[src/rtl/branch_resolve.sv]
// Control-flow resolution in EX: outcome, target, link value and fetch redirect handshake.
// Optional statistics counters are enabled with `define BRANCH_STATS_EN.
module branch_resolve #(
  parameter int XLEN  = 64,
  parameter int CNT_W = 32
) (
  input  logic             clk,
  input  logic             rstn,
  input  logic             ex_valid,
  output logic             ex_ready,
  input  logic [1:0]       ex_kind,
  input  logic [XLEN-1:0]  ex_pc,
  input  logic [XLEN-1:0]  ex_imm,
  input  logic [XLEN-1:0]  ex_rs1,
  input  logic             cmp_res,
  input  logic             ex_pred_taken,
  output logic             res_valid,
  output logic             res_taken,
  output logic [XLEN-1:0]  link_data,
  output logic             flush,
  output logic             redir_valid,
  output logic [XLEN-1:0]  redir_pc,
  input  logic             redir_ready,
  output logic [CNT_W-1:0] stat_branches,
  output logic [CNT_W-1:0] stat_mispred
);

  localparam logic [1:0] K_BR   = 2'b00;
  localparam logic [1:0] K_JAL  = 2'b01;
  localparam logic [1:0] K_JALR = 2'b10;

  typedef enum logic {S_IDLE, S_HOLD} state_t;

  state_t          r_state;
  logic            r_ex_ready;
  logic            r_res_valid;
  logic            r_res_taken;
  logic [XLEN-1:0] r_link_data;
  logic            r_flush;
  logic            r_redir_valid;
  logic [XLEN-1:0] r_redir_pc;

  logic            w_accept;
  logic            w_taken;
  logic            w_mispred;
  logic [XLEN-1:0] w_pc4;
  logic [XLEN-1:0] w_target;
  logic [XLEN-1:0] w_next;
  logic [XLEN-1:0] w_link;

  assign w_accept = ex_valid && r_ex_ready;
  assign w_pc4    = ex_pc + XLEN'(4);

  always_comb begin
    w_taken  = 1'b0;
    w_target = ex_pc + ex_imm;
    w_link   = '0;
    case (ex_kind)
      K_BR:   w_taken = cmp_res;
      K_JAL: begin
        w_taken = 1'b1;
        w_link  = w_pc4;
      end
      K_JALR: begin
        w_taken  = 1'b1;
        w_target = (ex_rs1 + ex_imm) & {{(XLEN-1){1'b1}}, 1'b0};
        w_link   = w_pc4;
      end
      default: w_taken = 1'b0;
    endcase
  end

  assign w_next    = w_taken ? w_target : w_pc4;
  assign w_mispred = (w_taken != ex_pred_taken) || (ex_kind == K_JALR);

  always_ff @(posedge clk or negedge rstn) begin
    if (!rstn) begin
      r_state       <= S_IDLE;
      r_ex_ready    <= 1'b1;
      r_res_valid   <= 1'b0;
      r_res_taken   <= 1'b0;
      r_link_data   <= '0;
      r_flush       <= 1'b0;
      r_redir_valid <= 1'b0;
      r_redir_pc    <= '0;
    end else begin
      r_res_valid <= w_accept;
      r_flush     <= w_accept && w_mispred;
      if (w_accept) begin
        r_res_taken <= w_taken;
        r_link_data <= w_link;
      end
      case (r_state)
        S_IDLE: begin
          if (w_accept && w_mispred) begin
            r_state       <= S_HOLD;
            r_ex_ready    <= 1'b0;
            r_redir_valid <= 1'b1;
            r_redir_pc    <= w_next;
          end
        end
        S_HOLD: begin
          // redir_pc stays frozen until fetch takes it
          if (redir_ready) begin
            r_state       <= S_IDLE;
            r_ex_ready    <= 1'b1;
            r_redir_valid <= 1'b0;
          end
        end
        default: begin
          r_state       <= S_IDLE;
          r_ex_ready    <= 1'b1;
          r_redir_valid <= 1'b0;
        end
      endcase
    end
  end

  assign ex_ready    = r_ex_ready;
  assign res_valid   = r_res_valid;
  assign res_taken   = r_res_taken;
  assign link_data   = r_link_data;
  assign flush       = r_flush;
  assign redir_valid = r_redir_valid;
  assign redir_pc    = r_redir_pc;

`ifdef BRANCH_STATS_EN
  logic [CNT_W-1:0] r_stat_branches;
  logic [CNT_W-1:0] r_stat_mispred;

  // saturating counters
  always_ff @(posedge clk or negedge rstn) begin
    if (!rstn) begin
      r_stat_branches <= '0;
      r_stat_mispred  <= '0;
    end else if (w_accept) begin
      if (r_stat_branches != '1) r_stat_branches <= r_stat_branches + CNT_W'(1);
      if (w_mispred && (r_stat_mispred != '1)) r_stat_mispred <= r_stat_mispred + CNT_W'(1);
    end
  end

  assign stat_branches = r_stat_branches;
  assign stat_mispred  = r_stat_mispred;
`else
  assign stat_branches = '0;
  assign stat_mispred  = '0;
`endif

endmodule

[config.mk]
export PLATFORM = sky130hd
export DESIGN_NAME = branch_resolve
export DESIGN_NICKNAME = d
export VERILOG_FILES = /design/src/rtl/branch_resolve.sv
export SDC_FILE = /design/constraint.sdc
export NUM_CORES = 1
export LEC_CHECK = 0
export ABC_CLOCK_PERIOD_IN_PS = 2400
export CAP_MARGIN = 10
export CORE_ASPECT_RATIO = 1.75
export CORE_MARGIN = 10
export CORE_UTILIZATION = 35
export DETAILED_ROUTE_END_ITERATION = 10
export PLACE_DENSITY = 0.63
export SLEW_MARGIN = 20
export SYNTH_ARGS = -nofsm -noshare
export SYNTH_HDL_FRONTEND = slang
export SYNTH_SLANG_ARGS = --single-unit
[constraint.sdc]
create_clock -name clk -period 2.4 [get_ports clk]
set_input_delay 0.48 -clock clk [delete_from_list [all_inputs] [get_ports clk]]
set_output_delay 0.48 -clock clk [all_outputs]
set_load 0.02 [all_outputs]
==> Yosys cells after proc, flatten, opt, wreduce, memory -nomap -nowiden <==
Index checks and enable logic that the tools add are counted.
{ "word_totals": {"in_bits": 200, "register_bits": 134, "output_inout_bits": 197, "wordCells": 37} }
{ "op_classes": {"eq_ne": 5, "n_reduce_logical": 7, "mux": 13, "addsub": 3, "bitwise_logic": 1} }
{ "op_table": {"columns": ["operator", "n"], "rows": [
  ["$mux 64", 3],
  ["$add 64x64->64", 2],
  ["$add 64x3->64 const B", 1],
  ["$pmux 1 s2", 4],
  ["$mux 1", 6],
  ["$ne 2x2->1 const B", 2],
  ["$reduce_and 2->1", 2],
  ["$eq 2x1->1 const B", 1],
  ["$eq 2x2->1 const B", 1],
  ["$logic_and 1x1->1", 2],
  ["$logic_not 2->1", 1],
  ["$reduce_or 2->1", 1],
  ["$logic_or 1x1->1", 1],
  ["$ne 1x1->1", 1],
  ["$not 1->1", 1]
]} }

==> Depth between registers and ports, before layout <==
{ "depth": {"word_depth": 8, "mapped_depth": 14, "mapped_depth_nobuf": 12} }

==> Worst setup path before layout <==
No wires, ideal clock.
{ "synth_timing": {"kind": "in2reg", "startpoint": "input ex_pc[0]", "endpoint": "register r_redir_pc[52] (netlist: redir_pc[52])", "n_path_buf": 0, "cell_stages": 11, "setup_time_ns": 0.126, "t_required_ns": 2.274, "arrival_time_ns": 2.839, "slack_ns": -0.565, "cell_sequence": "ha_1 > fa_1 > a21oi_1 > o21ai_1 > a21bo_2 > o31ai_4 > a211oi_1 > or4_1 > o31a_1 > a31oi_1 > o31ai_1"} }
{ "synth_between": {"elab_chain_len": 3, "word_cells_on_any_way": 4, "classes_between": "add/sub (2); mux (2)"} }
{ "synth_lines": {"columns": ["element", "line_no", "source"], "rows": [
  ["start, declared", "12", "input logic [XLEN-1:0] ex_pc,"],
  ["$add 64x64->64", "56", "w_target = ex_pc + ex_imm;"],
  ["$mux 64", "58", "case (ex_kind)"],
  ["$mux 64 (*)", "73", "assign w_next = w_taken ? w_target : w_pc4;"],
  ["end signal, assigned", "99", "r_redir_pc <= w_next;"],
  ["end, declared", "41", "logic [XLEN-1:0] r_redir_pc;"]
]} }
Mark *: on every way between the ends. The rest lies on a longest branch, timed or not.
A chain may end at the register's enable or synchronous reset.

==> Worst setup path in the final report <==
{ "layout_timing": {"startpoint": "input ex_imm[0]", "endpoint": "register r_redir_pc[51] (netlist: redir_pc[51])"} }
{ "layout_between": {"elab_chain_len": 3, "word_cells_on_any_way": 4, "classes_between": "add/sub (2); mux (2)"} }
{ "layout_lines": {"columns": ["element", "line_no", "source"], "rows": [
  ["start, declared", "13", "input logic [XLEN-1:0] ex_imm,"],
  ["$add 64x64->64 (on tied branches)", "56, 66", null],
  ["$mux 64 (*)", "58", null],
  ["$mux 64 (*)", "73", null]
]} }
Marks and branches as above.

==> flow_metrics.tcl <==
set metrics [dict create \
    hold_viol_final 0 \
    drv_cap 0 \
    cp.required_ns 2.80 \
    cp_num_cells 18 \
    drt_iter0_drc 1242 \
    clock_tree.root_cell "sky130_fd_sc_hd__clkbuf_16" \
    routed_wire_length_per_instance_um 26.9 \
    cell_type_with_the_highest_aggregate_area_in_the_netlist "sky130_fd_sc_hd__dfrtp_1" \
    cts.hold.buffers_added 0 \
    clkSlewWorstSetupHoldPaths_ns 0.07 \
    min-delay-path-class "primary input to asynchronous set/reset pin" \
    critical-path-max-stage-delay_ns 0.47 \
    setup.worst_path.end "redir_pc[51]$_DFFE_PN0P_" \
    gp_routability_congestion 1.06 \
    critical_path.top_delay_family "compound AO/OA/AOI/OAI gates" \
    fillerInstances 3689 \
    cts_num_sinks 134 \
    cts_buffers 17 \
    max_clock_freq_ghz 0.335 \
    leakage_uw 0.0133 \
    dp_hpwl_mm 82.4 \
    min_period_over_period_pct 124 \
    synth_seq_cells 134 \
    ant_nets 0 \
    top_post_synthesis_cells_by_area "sky130_fd_sc_hd__dfrtp_1, sky130_fd_sc_hd__ha_1, sky130_fd_sc_hd__a21oi_1, sky130_fd_sc_hd__nand2_1, sky130_fd_sc_hd__o21ai_0" \
    run_status "complete, but fails checks" \
    kind_of_critical_path "primary input to register" \
    critical_path_arrival_ns 3.38 \
    die_h_um 299 \
    clk_latency_ns 0.46 \
    reg2reg_depth 10 \
    startpoint_of_the_lowest_slack_register_to_register_path "ex_ready$_DFFE_PN1P_" \
    tritoncts "done" \
    setup_slack_ns -0.585 \
    violations "setup timing" \
    floorplan.io_pins 397 \
    overflow 0 \
    p_total_uw 18900 \
    drt_pre_antenna_iters 6 \
    place.port_buffers 332 \
    cp_max_delay_cell "sky130_fd_sc_hd__or4b_1" \
    synth_seq_area_share_pct 21.6 \
    worst-r2r-setup-slack_ns 0.29 \
    synth-warning-count 0 \
    floorplan.die_area_um2 53500 \
    numnets_final 3543 \
    core_region_um2 44000 \
    worst_setup_path_startpoint "ex_imm[0]" \
    cts-htree-levels 4 \
    synth_edf_count 0 \
    final-instance-count-excl-fill 3799 \
    skew_ns 0.0134 \
    place.detailed.instances 3686 \
    timing_worst_slew_pin_value_ns 0.792 \
    cp_cell_sequence "buf_6 -> buf_6 -> ha_4 -> buf_6 -> a211oi_4 -> o21bai_2 -> a311oi_4 -> buf_6 -> buf_4 -> a21oi_4 -> a22oi_2 -> buf_6 -> a21oi_2 -> buf_4 -> or4b_1 -> nand4_1 -> a2bb2oi_1 -> nand2_1" \
    detail_route.vias_per_cell 5.62 \
    synthDominantCellAreaShare_pct 21.4 \
    detailroute.via_count 21400 \
    worst_path_most_repeated_cell "sky130_fd_sc_hd__buf_6" \
    remaining_drc_errors 0 \
    totalWireLength_mm 102 \
    grt_pass1_vias 22800 \
    setup_viol 54 \
    grt_antenna_before_repair 3 \
    dp_worst_setup_slack_ns -1.79 \
    cp-start-kind "primary input" \
    global_route_wire_length_before_repair_mm 144 \
    ys.flop_type "sky130_fd_sc_hd__dfrtp_1" \
    setup.worst_path.end_class "register" \
    chipWidth_um 179 \
    power_density_nw_per_um2 634 \
    grt_usage_pct 36.8 \
    ys_async_sr_fraction_pct 100 \
    fin_crit_ns 2.98 \
    initial_core_util_pct 35.3 \
    synthesis.area_per_instance_um2 7.49 \
    ff_to_ff_end "redir_pc[62]$_DFFE_PN0P_" \
    number_of_rows_in_the_core_area 102 \
    worstPathBufferInverterCount 7 \
    synth_to_final_area_change_pct 91.7 \
    post-route-util_pct 67.6 \
    clk_path_buf_depth 2 \
    pin_count_of_the_biggest_net_entering_global_routing 72 \
    timing.setup.tns_ns -18.30 \
    synthesis.instances 2075 \
    ys_types 88 \
    critical_path_peak_fanout 3 \
    final-max-slew-violation-count 0 \
    syn-cell-area_um2 15500 \
    relSlewSlack_pct 47.2 \
    vdd_drop_max_uv 521 \
    rsz0062_at_grt "yes" \
    drive_gt1_share_pct 46.1 \
]
==> what timing repair did <==
action                     4_1_cts  5_1_grt
setup buffers                   69       35
setup endpoints to repair       99       66
resized for setup              889      164
pin swaps                      257      166
==> layout make-up <==
| type | count | area, um2 | area share, % |
|---|---|---|---|
| inverters | 55 | 206 | 0.693 |
| multi-input cells | 1779 | 14800 | 49.7 |
| repair buffers | 1225 | 10100 | 34.0 |
| clock inverters | 12 | 116 | 0.391 |
| diodes | 2 | 5.00 | 0.0168 |
| clock buffers | 20 | 457 | 1.53 |
| well taps | 572 | 716 | 2.40 |
| flip-flops and latches | 134 | 3350 | 11.3 |
==> synthesized netlist by cell type (16+ instances only) <==
master	number
sky130_fd_sc_hd__nor2_1	158
sky130_fd_sc_hd__o221ai_1	17
sky130_fd_sc_hd__dfrtp_1	133
sky130_fd_sc_hd__a211oi_1	25
sky130_fd_sc_hd__nor3_1	28
sky130_fd_sc_hd__o21bai_1	43
sky130_fd_sc_hd__ha_1	129
sky130_fd_sc_hd__a21o_1	66
sky130_fd_sc_hd__a22o_1	21
sky130_fd_sc_hd__a21oi_1	221
sky130_fd_sc_hd__o21ai_0	173
sky130_fd_sc_hd__and2_1	16
sky130_fd_sc_hd__and3_1	30
sky130_fd_sc_hd__nand2_1	263
sky130_fd_sc_hd__nand3_1	53
sky130_fd_sc_hd__buf_4	65
sky130_fd_sc_hd__clkbuf_1	79
sky130_fd_sc_hd__inv_1	55
sky130_fd_sc_hd__xor2_1	68
sky130_fd_sc_hd__nand4_1	56
sky130_fd_sc_hd__xnor2_1	88
sky130_fd_sc_hd__o31ai_1	19
sky130_fd_sc_hd__a31oi_1	21
sky130_fd_sc_hd__buf_2	19
==> power breakdown <==
group | switching [uW] | internal [uW] | total [uW]
registers | 951 | 3210 | 4160
clock network | 1210 | 1490 | 2710
logic | 6460 | 5550 | 12000
total | 8620 | 10300 | 18900
==> through the flow <==
| step | cell area, um2 | hold slack, ns |
|---|---|---|
| 6_report | 29800 | 0.000685 |
| 4_1_cts | 29000 | 0.0124 |
| 5_1_grt | 29800 | 0.0265 |
| 3_5_place_dp | 25700 | 0.469 |
| 3_3_place_gp | 25700 | 0.461 |
| 2_1_floorplan | 16500 | 0.184 |
==> worst min path at each step <==
stage,startpoint,endpoint,slack (ns),depth (start not counted)
2_1_floorplan,rstn,flush$_DFF_PN0_,0.18,0
3_3_place_gp,link_data[61]$_DFFE_PN0P_,link_data[61]$_DFFE_PN0P_,0.46,2
6_report,rstn,link_data[58]$_DFFE_PN0P_,0.0007,1
3_5_place_dp,redir_pc[15]$_DFFE_PN0P_,redir_pc[15]$_DFFE_PN0P_,0.47,1
4_1_cts,rstn,link_data[59]$_DFFE_PN0P_,0.01,1
5_1_grt,rstn,link_data[58]$_DFFE_PN0P_,0.03,1
==> layout by cell type (no fill, tap or decap), types with 23 or more instances in the layout <==
cell	n
sky130_fd_sc_hd__dfrtp_1	133
sky130_fd_sc_hd__clkdlybuf4s50_1	175
sky130_fd_sc_hd__ha_1	41
sky130_fd_sc_hd__buf_4	821
sky130_fd_sc_hd__o21ai_1	37
sky130_fd_sc_hd__a21oi_4	29
sky130_fd_sc_hd__dlygate4sd2_1	46
sky130_fd_sc_hd__xnor2_1	71
sky130_fd_sc_hd__o21ai_2	23
sky130_fd_sc_hd__nor2_1	140
sky130_fd_sc_hd__xor2_1	61
sky130_fd_sc_hd__nand2_1	236
sky130_fd_sc_hd__a21oi_2	58
sky130_fd_sc_hd__nand3_1	47
sky130_fd_sc_hd__o21bai_1	36
sky130_fd_sc_hd__clkdlybuf4s15_2	26
sky130_fd_sc_hd__inv_1	52
sky130_fd_sc_hd__nand4_1	56
sky130_fd_sc_hd__buf_6	73
sky130_fd_sc_hd__ha_4	83
sky130_fd_sc_hd__conb_1	64
sky130_fd_sc_hd__a21o_1	65
sky130_fd_sc_hd__buf_2	47
sky130_fd_sc_hd__a21oi_1	137
sky130_fd_sc_hd__o21ai_0	107
==> logic make-up after synthesis <==
kind of cell	synth area share (%)
AO/OA/AOI/OAI	29.8
AND/OR/NAND/NOR	21.1
buffers and inverters	7.19
XOR/XNOR	8.80
flip-flops	21.6
adder cells (fa/ha/maj)	10.6
multiplexers	0.805
other	0.0241
==> per-layer routing <==
metal | global-route usage (%) | share of wire [%] | vias to the layer above
met5 | 0 | 0.024 | -
met4 | 38.1 | 12 | 4
met3 | 7.41 | 5.2 | 404
met2 | 66.2 | 52 | 962
met1 | 31.7 | 30 | 10200
li1 | - | - | 9771
==> registers in the layout, summed over array words and instances (netlist names) <==
name         flops
r_state          1
flush            1
redir_pc        64
link_data       64
res_taken        1
res_valid        1
ex_ready         1
redir_valid      1
Power figures use the tool's default switching activity.
